## src/rtl/gf_int_multiplier_bank.sv

```systemverilog
// Four-architecture unsigned multiplier bank with integer / carry-less (GF(2)[x]) mode.
// Reference, array, carry-save and Karatsuba products are computed in parallel and registered.
module gf_int_multiplier_bank #(
  parameter int unsigned DATA_WIDTH = 4
) (
  input  logic                      clk,
  input  logic                      rst,
  input  logic                      gf_option,
  input  logic [DATA_WIDTH-1:0]     a,
  input  logic [DATA_WIDTH-1:0]     b,
  output logic [2*DATA_WIDTH-1:0]   out,
  output logic [2*DATA_WIDTH-1:0]   out2,
  output logic [2*DATA_WIDTH-1:0]   out3,
  output logic [2*DATA_WIDTH-1:0]   out4
);

  localparam int unsigned PW = 2 * DATA_WIDTH;
  localparam int unsigned H  = DATA_WIDTH / 2;
  localparam int unsigned HW = H + 1;

  // Carry-less product of two DATA_WIDTH-bit polynomials.
  function automatic logic [PW-1:0] clmul(input logic [DATA_WIDTH-1:0] x,
                                          input logic [DATA_WIDTH-1:0] y);
    logic [PW-1:0] acc;
    acc = '0;
    for (int i = 0; i < int'(DATA_WIDTH); i++) begin
      if (y[i]) acc = acc ^ (PW'(x) << i);
    end
    return acc;
  endfunction

  logic [PW-1:0] ref_res;
  logic [PW-1:0] arr_res, arr_pp;
  logic [PW-1:0] csa_res, csa_pp, csa_s, csa_c, csa_t, csa_nc;
  logic [PW-1:0] kar_res;
  logic [PW-1:0] k_lo, k_hi, k_mid, g_lo, g_hi, g_mid;
  logic [H-1:0]  a0, a1, b0, b1;
  logic [HW-1:0] as_s, bs_s;

  always_comb begin
    ref_res = gf_option ? clmul(a, b) : PW'(a) * PW'(b);
  end

  // Array: accumulate shifted partial products one row at a time.
  always_comb begin
    arr_res = '0;
    arr_pp  = '0;
    for (int i = 0; i < int'(DATA_WIDTH); i++) begin
      arr_pp  = b[i] ? (PW'(a) << i) : '0;
      arr_res = gf_option ? (arr_res ^ arr_pp) : (arr_res + arr_pp);
    end
  end

  // Carry-save: keep a redundant sum/carry pair, resolve with one final adder.
  always_comb begin
    csa_s  = b[0] ? PW'(a) : '0;
    csa_c  = '0;
    csa_pp = '0;
    csa_t  = '0;
    csa_nc = '0;
    for (int i = 1; i < int'(DATA_WIDTH); i++) begin
      csa_pp = b[i] ? (PW'(a) << i) : '0;
      csa_t  = csa_s ^ csa_c ^ csa_pp;
      csa_nc = gf_option ? '0
             : (((csa_s & csa_c) | (csa_s & csa_pp) | (csa_c & csa_pp)) << 1);
      csa_s  = csa_t;
      csa_c  = csa_nc;
    end
    csa_res = gf_option ? (csa_s ^ csa_c) : (csa_s + csa_c);
  end

  assign a0 = a[H-1:0];
  assign a1 = a[DATA_WIDTH-1:H];
  assign b0 = b[H-1:0];
  assign b1 = b[DATA_WIDTH-1:H];

  // Karatsuba: three half-width sub-products; mid operands need one extra bit for the sum.
  always_comb begin
    as_s  = gf_option ? HW'(a0 ^ a1) : (HW'(a0) + HW'(a1));
    bs_s  = gf_option ? HW'(b0 ^ b1) : (HW'(b0) + HW'(b1));
    k_lo  = PW'(a0) * PW'(b0);
    k_hi  = PW'(a1) * PW'(b1);
    k_mid = PW'(as_s) * PW'(bs_s) - k_hi - k_lo;
    g_lo  = clmul(DATA_WIDTH'(a0), DATA_WIDTH'(b0));
    g_hi  = clmul(DATA_WIDTH'(a1), DATA_WIDTH'(b1));
    g_mid = clmul(DATA_WIDTH'(as_s), DATA_WIDTH'(bs_s)) ^ g_hi ^ g_lo;
    if (gf_option) begin
      kar_res = (g_hi << (2 * H)) ^ (g_mid << H) ^ g_lo;
    end else begin
      kar_res = (k_hi << (2 * H)) + (k_mid << H) + k_lo;
    end
  end

  logic [PW-1:0] out_d, out2_d, out3_d, out4_d;
  logic [PW-1:0] out_q, out2_q, out3_q, out4_q;

  always_comb begin
    out_d  = ref_res;
    out2_d = arr_res;
    out3_d = csa_res;
    out4_d = kar_res;
  end

  always_ff @(posedge clk) begin
    if (rst) begin
      out_q  <= '0;
      out2_q <= '0;
      out3_q <= '0;
      out4_q <= '0;
    end else begin
      out_q  <= out_d;
      out2_q <= out2_d;
      out3_q <= out3_d;
      out4_q <= out4_d;
    end
  end

  assign out  = out_q;
  assign out2 = out2_q;
  assign out3 = out3_q;
  assign out4 = out4_q;

endmodule

```

## config.mk

```make
export PLATFORM = sky130hd
export DESIGN_NAME = gf_int_multiplier_bank
export DESIGN_NICKNAME = d
export VERILOG_FILES = /design/src/rtl/gf_int_multiplier_bank.sv
export SDC_FILE = /design/constraint.sdc
export NUM_CORES = 1
export LEC_CHECK = 0
export BUFFER_PORTS_ARGS = -buffer_cell sky130_fd_sc_hd__clkbuf_2
export CAP_MARGIN = 25
export CORE_ASPECT_RATIO = 0.9
export CORE_MARGIN = 10
export CORE_UTILIZATION = 45
export DETAILED_ROUTE_END_ITERATION = 8
export PLACE_DENSITY_LB_ADDON = 0.2
export SKIP_CTS_REPAIR_TIMING = 1
export SYNTH_ARGS = -nofsm -noshare
export SYNTH_HDL_FRONTEND = slang
export SYNTH_SLANG_ARGS = --single-unit
```

## constraint.sdc

```tcl
create_clock -name clk -period 5.2 [get_ports clk]
set_input_delay 0.52 -clock clk [delete_from_list [all_inputs] [get_ports clk]]
set_output_delay 0.52 -clock clk [all_outputs]
set_load 0.1 [all_outputs]
```

==> flow_summary.toml <==
[run_status]
status = "finished clean"

[synthesis]
synth-simple-area-share = 0.145
muxShareOfSynthArea = 0.0282
synth_seq_cells = 28
yosysTopAreaCell = "dfxtp_1"
yosysUniqueCellTypes = 38
synth-edff-count = 0
avgSynthCellArea_sq_um = 9.43
yosysWarnings = 0
syn_area_sq_um = 2890
synth_nets = 386
synth_xor_area_frac = 0.107
ys_top_cells_by_area = "dfxtp_1, ha_1, fa_1"
synth-compound-area-share = 0.0954
ys_seq_area_frac = 0.194
synth_fa_ha_area_frac = 0.364
ys.flop_type = "dfxtp_1"
synthCells = 306
synth_top_family_by_area = "adder cells"
async_reset_ff_frac = 0
synth_top_area_frac = 0.194

[route]
routed_wl_mm = 6.00
wl_per_cell_um = 13.9
vias = 2041
remaining_drc_errors = 0
avgViaCountPerCell = 4.75
ant_nets = 0
first_pass_iters = 4
drtIter0Drc = 72

[timing]
maxSlewHeadroom = 0.632
setup_viol = 0
slew_violations = 0
min_period_ns = 4.69
hold_violations = 0
whs_ns = 0.583
max_freq_mhz = 213
grt_setup_unrepaired = "false"
setup_tns_ns = 0
post-route-period-util = 0.901
tightestPinTransition_ns = 0.555

[worst_setup_path]
critPathMaxFanout = 5
end_kind = "flop"
cp.required_ns = 5.42
path_common_cell = "fa_1"
start_kind = "primary input"
crit_arrival_ns = 4.91
slowest_stage = "fa_1"
cpPeakStageDelay_ns = 0.57
worstSetupPathType = "in -> reg"
path_cells = "clkbuf_2 -> ha_1 -> fa_1 -> nor2b_1 -> and2_1 -> fa_1 -> fa_1 -> fa_1 -> inv_1 -> fa_1 -> inv_1 -> ha_1 -> a211oi_1 -> o21bai_1 -> a21oi_1 -> xnor3_1 -> nor2_1"

[global_routing]
grt_max_degree = 34
grt.overflow.total = 0
track_usage = 0.125
grt_pass1_wl_mm = 10.4
grt_pass1_vias = 2135
antenna_found_initial = 0

[layout]
diodes = 0
fillCellCount = 616
final_nets = 424
area_delta_synth_final_pct = 11.3
drive_gt1_frac = 0.157

[cts]
cts_tree = "built"
cts.sinks = 28
cts_root_buffer = "clkbuf_8"
ctsHtreeMaxLevel = 1
cts_made_buffers = 3
clkTransAtPathRegs_ns = 0.10
cts_buffer_depth = 2

[floorplan]
die_area_sq_um = 10000
io_pins = 43
start_util = 0.467
dieHeight_um = 96.0
coreArea_sq_um = 6180
dieWidth_um = 104
num_rows = 27

[power_and_ir_drop]
cellPowerDensity_nw_per_um2 = 343
ir_drop_uv = 251
p_leak_nw = 1.70

[placement]
port_buffers = 42
gp_congestion = 0.889
hpwl_mm = 5.09

[min_path]
hold_depth = 3
hold_class = "in -> reg"

[run]
cap_violations = 0
## Yosys cell counts (2+ instances only)
library cell	instances
and2_1	10
clkbuf_1	5
nor3b_1	2
dfxtp_1	28
fa_1	25
o21a_1	3
nor2b_1	16
nand2b_1	3
buf_4	4
buf_2	2
ha_1	44
xnor2_1	19
xor2_1	12
nor3_1	2
inv_1	32
nor2_1	27
mux2i_1	7
o21ai_0	4
a211oi_1	6
a21o_1	11
nand2_1	12
a21oi_1	16
## stage by stage
step / util / instance area [sq um] / setup slack (ns) / total power [W] / cells
6_report: 0.520 / 3210 / 0.513 / 0.00110 / 430
5_1_grt: 0.520 / 3210 / 0.256 / 0.00119 / 430
4_1_cts: 0.520 / 3210 / 0.508 / 0.00111 / 430
3_5_place_dp: 0.511 / 3160 / 0.224 / 0.000971 / 426
3_3_place_gp: 0.511 / 3160 / 0.356 / 0.000964 / 426
2_1_floorplan: - / 2890 / 0.659 / 0.000855 / 306
## cells by family (layout without fill, tap and decap cells)
group | after synthesis | count (layout)
flip-flops | 28 | 28
buffers and inverters | 44 | 81
multiplexers | 8 | 8
XOR/XNOR | 33 | 33
AO/OA/AOI/OAI | 43 | 43
adder cells (fa/ha/maj) | 69 | 69
AND/OR/NAND/NOR | 81 | 81
## routing by layer
metal | GRT usage | vias to the layer above | wire length [um]
met4 | 0.0197 | 0 | 38
met5 | 0 | - | 0
met3 | 0.0347 | 4 | 319
met1 | 0.172 | 921 | 3150
li1 | - | 1070 | -
met2 | 0.195 | 46 | 2490
## area by class of cell
type	count	area (sq um)	share of cell area
clock buffers	4	55.1	0.0171
multi-input cells	234	2140	0.665
well taps	87	109	0.0339
inverters	32	120	0.0374
repair buffers	45	233	0.0724
flip-flops and latches	28	561	0.174
## registers in the layout (all words and copies together) (netlist names)
| name | cells |
|---|---|
| out | 8 |
| out2 | 7 |
| out3 | 7 |
| out4 | 6 |
## path summary, 6_finish.rpt
kind / slack [ns] / end / startpoint
hold / removal: 0.58 / out[0] / a[0]
setup / recovery: 0.51 / out4[7] / b[0]
## worst max-delay path, delay by kind of cell
| family | cells | cell delay [ns] |
|---|---|---|
| adders and majority gates | 7 | 2.90 |
| AOI/OAI and AO/OA | 3 | 0.57 |
| and+or+nand+nor | 3 | 0.44 |
| buffers and inverters | 3 | 0.24 |
| xor gates and xnor gates | 1 | 0.24 |
## power by group
part	internal [W]	switching, W	total, W
Sequential	0.000246	0.00000885	0.000255
Combinational	0.000222	0.000486	0.000709
Clock	0.0000679	0.0000692	0.000137
Total	0.000537	0.000564	0.00110
## cell usage in the layout, fill, tap and decap left out, drive strengths merged, types with 5 or more instances in the layout
cell type and n:
a211oi 6, a21o 11, a21oi 16, and2 11, clkbuf 46, dfxtp 28
fa 25, ha 44, inv 32, mux2i 7, nand2 13, nor2 27
nor2b 16, o21ai 5, xnor2 19, xor2 13
Power figures use the tool's default switching activity.
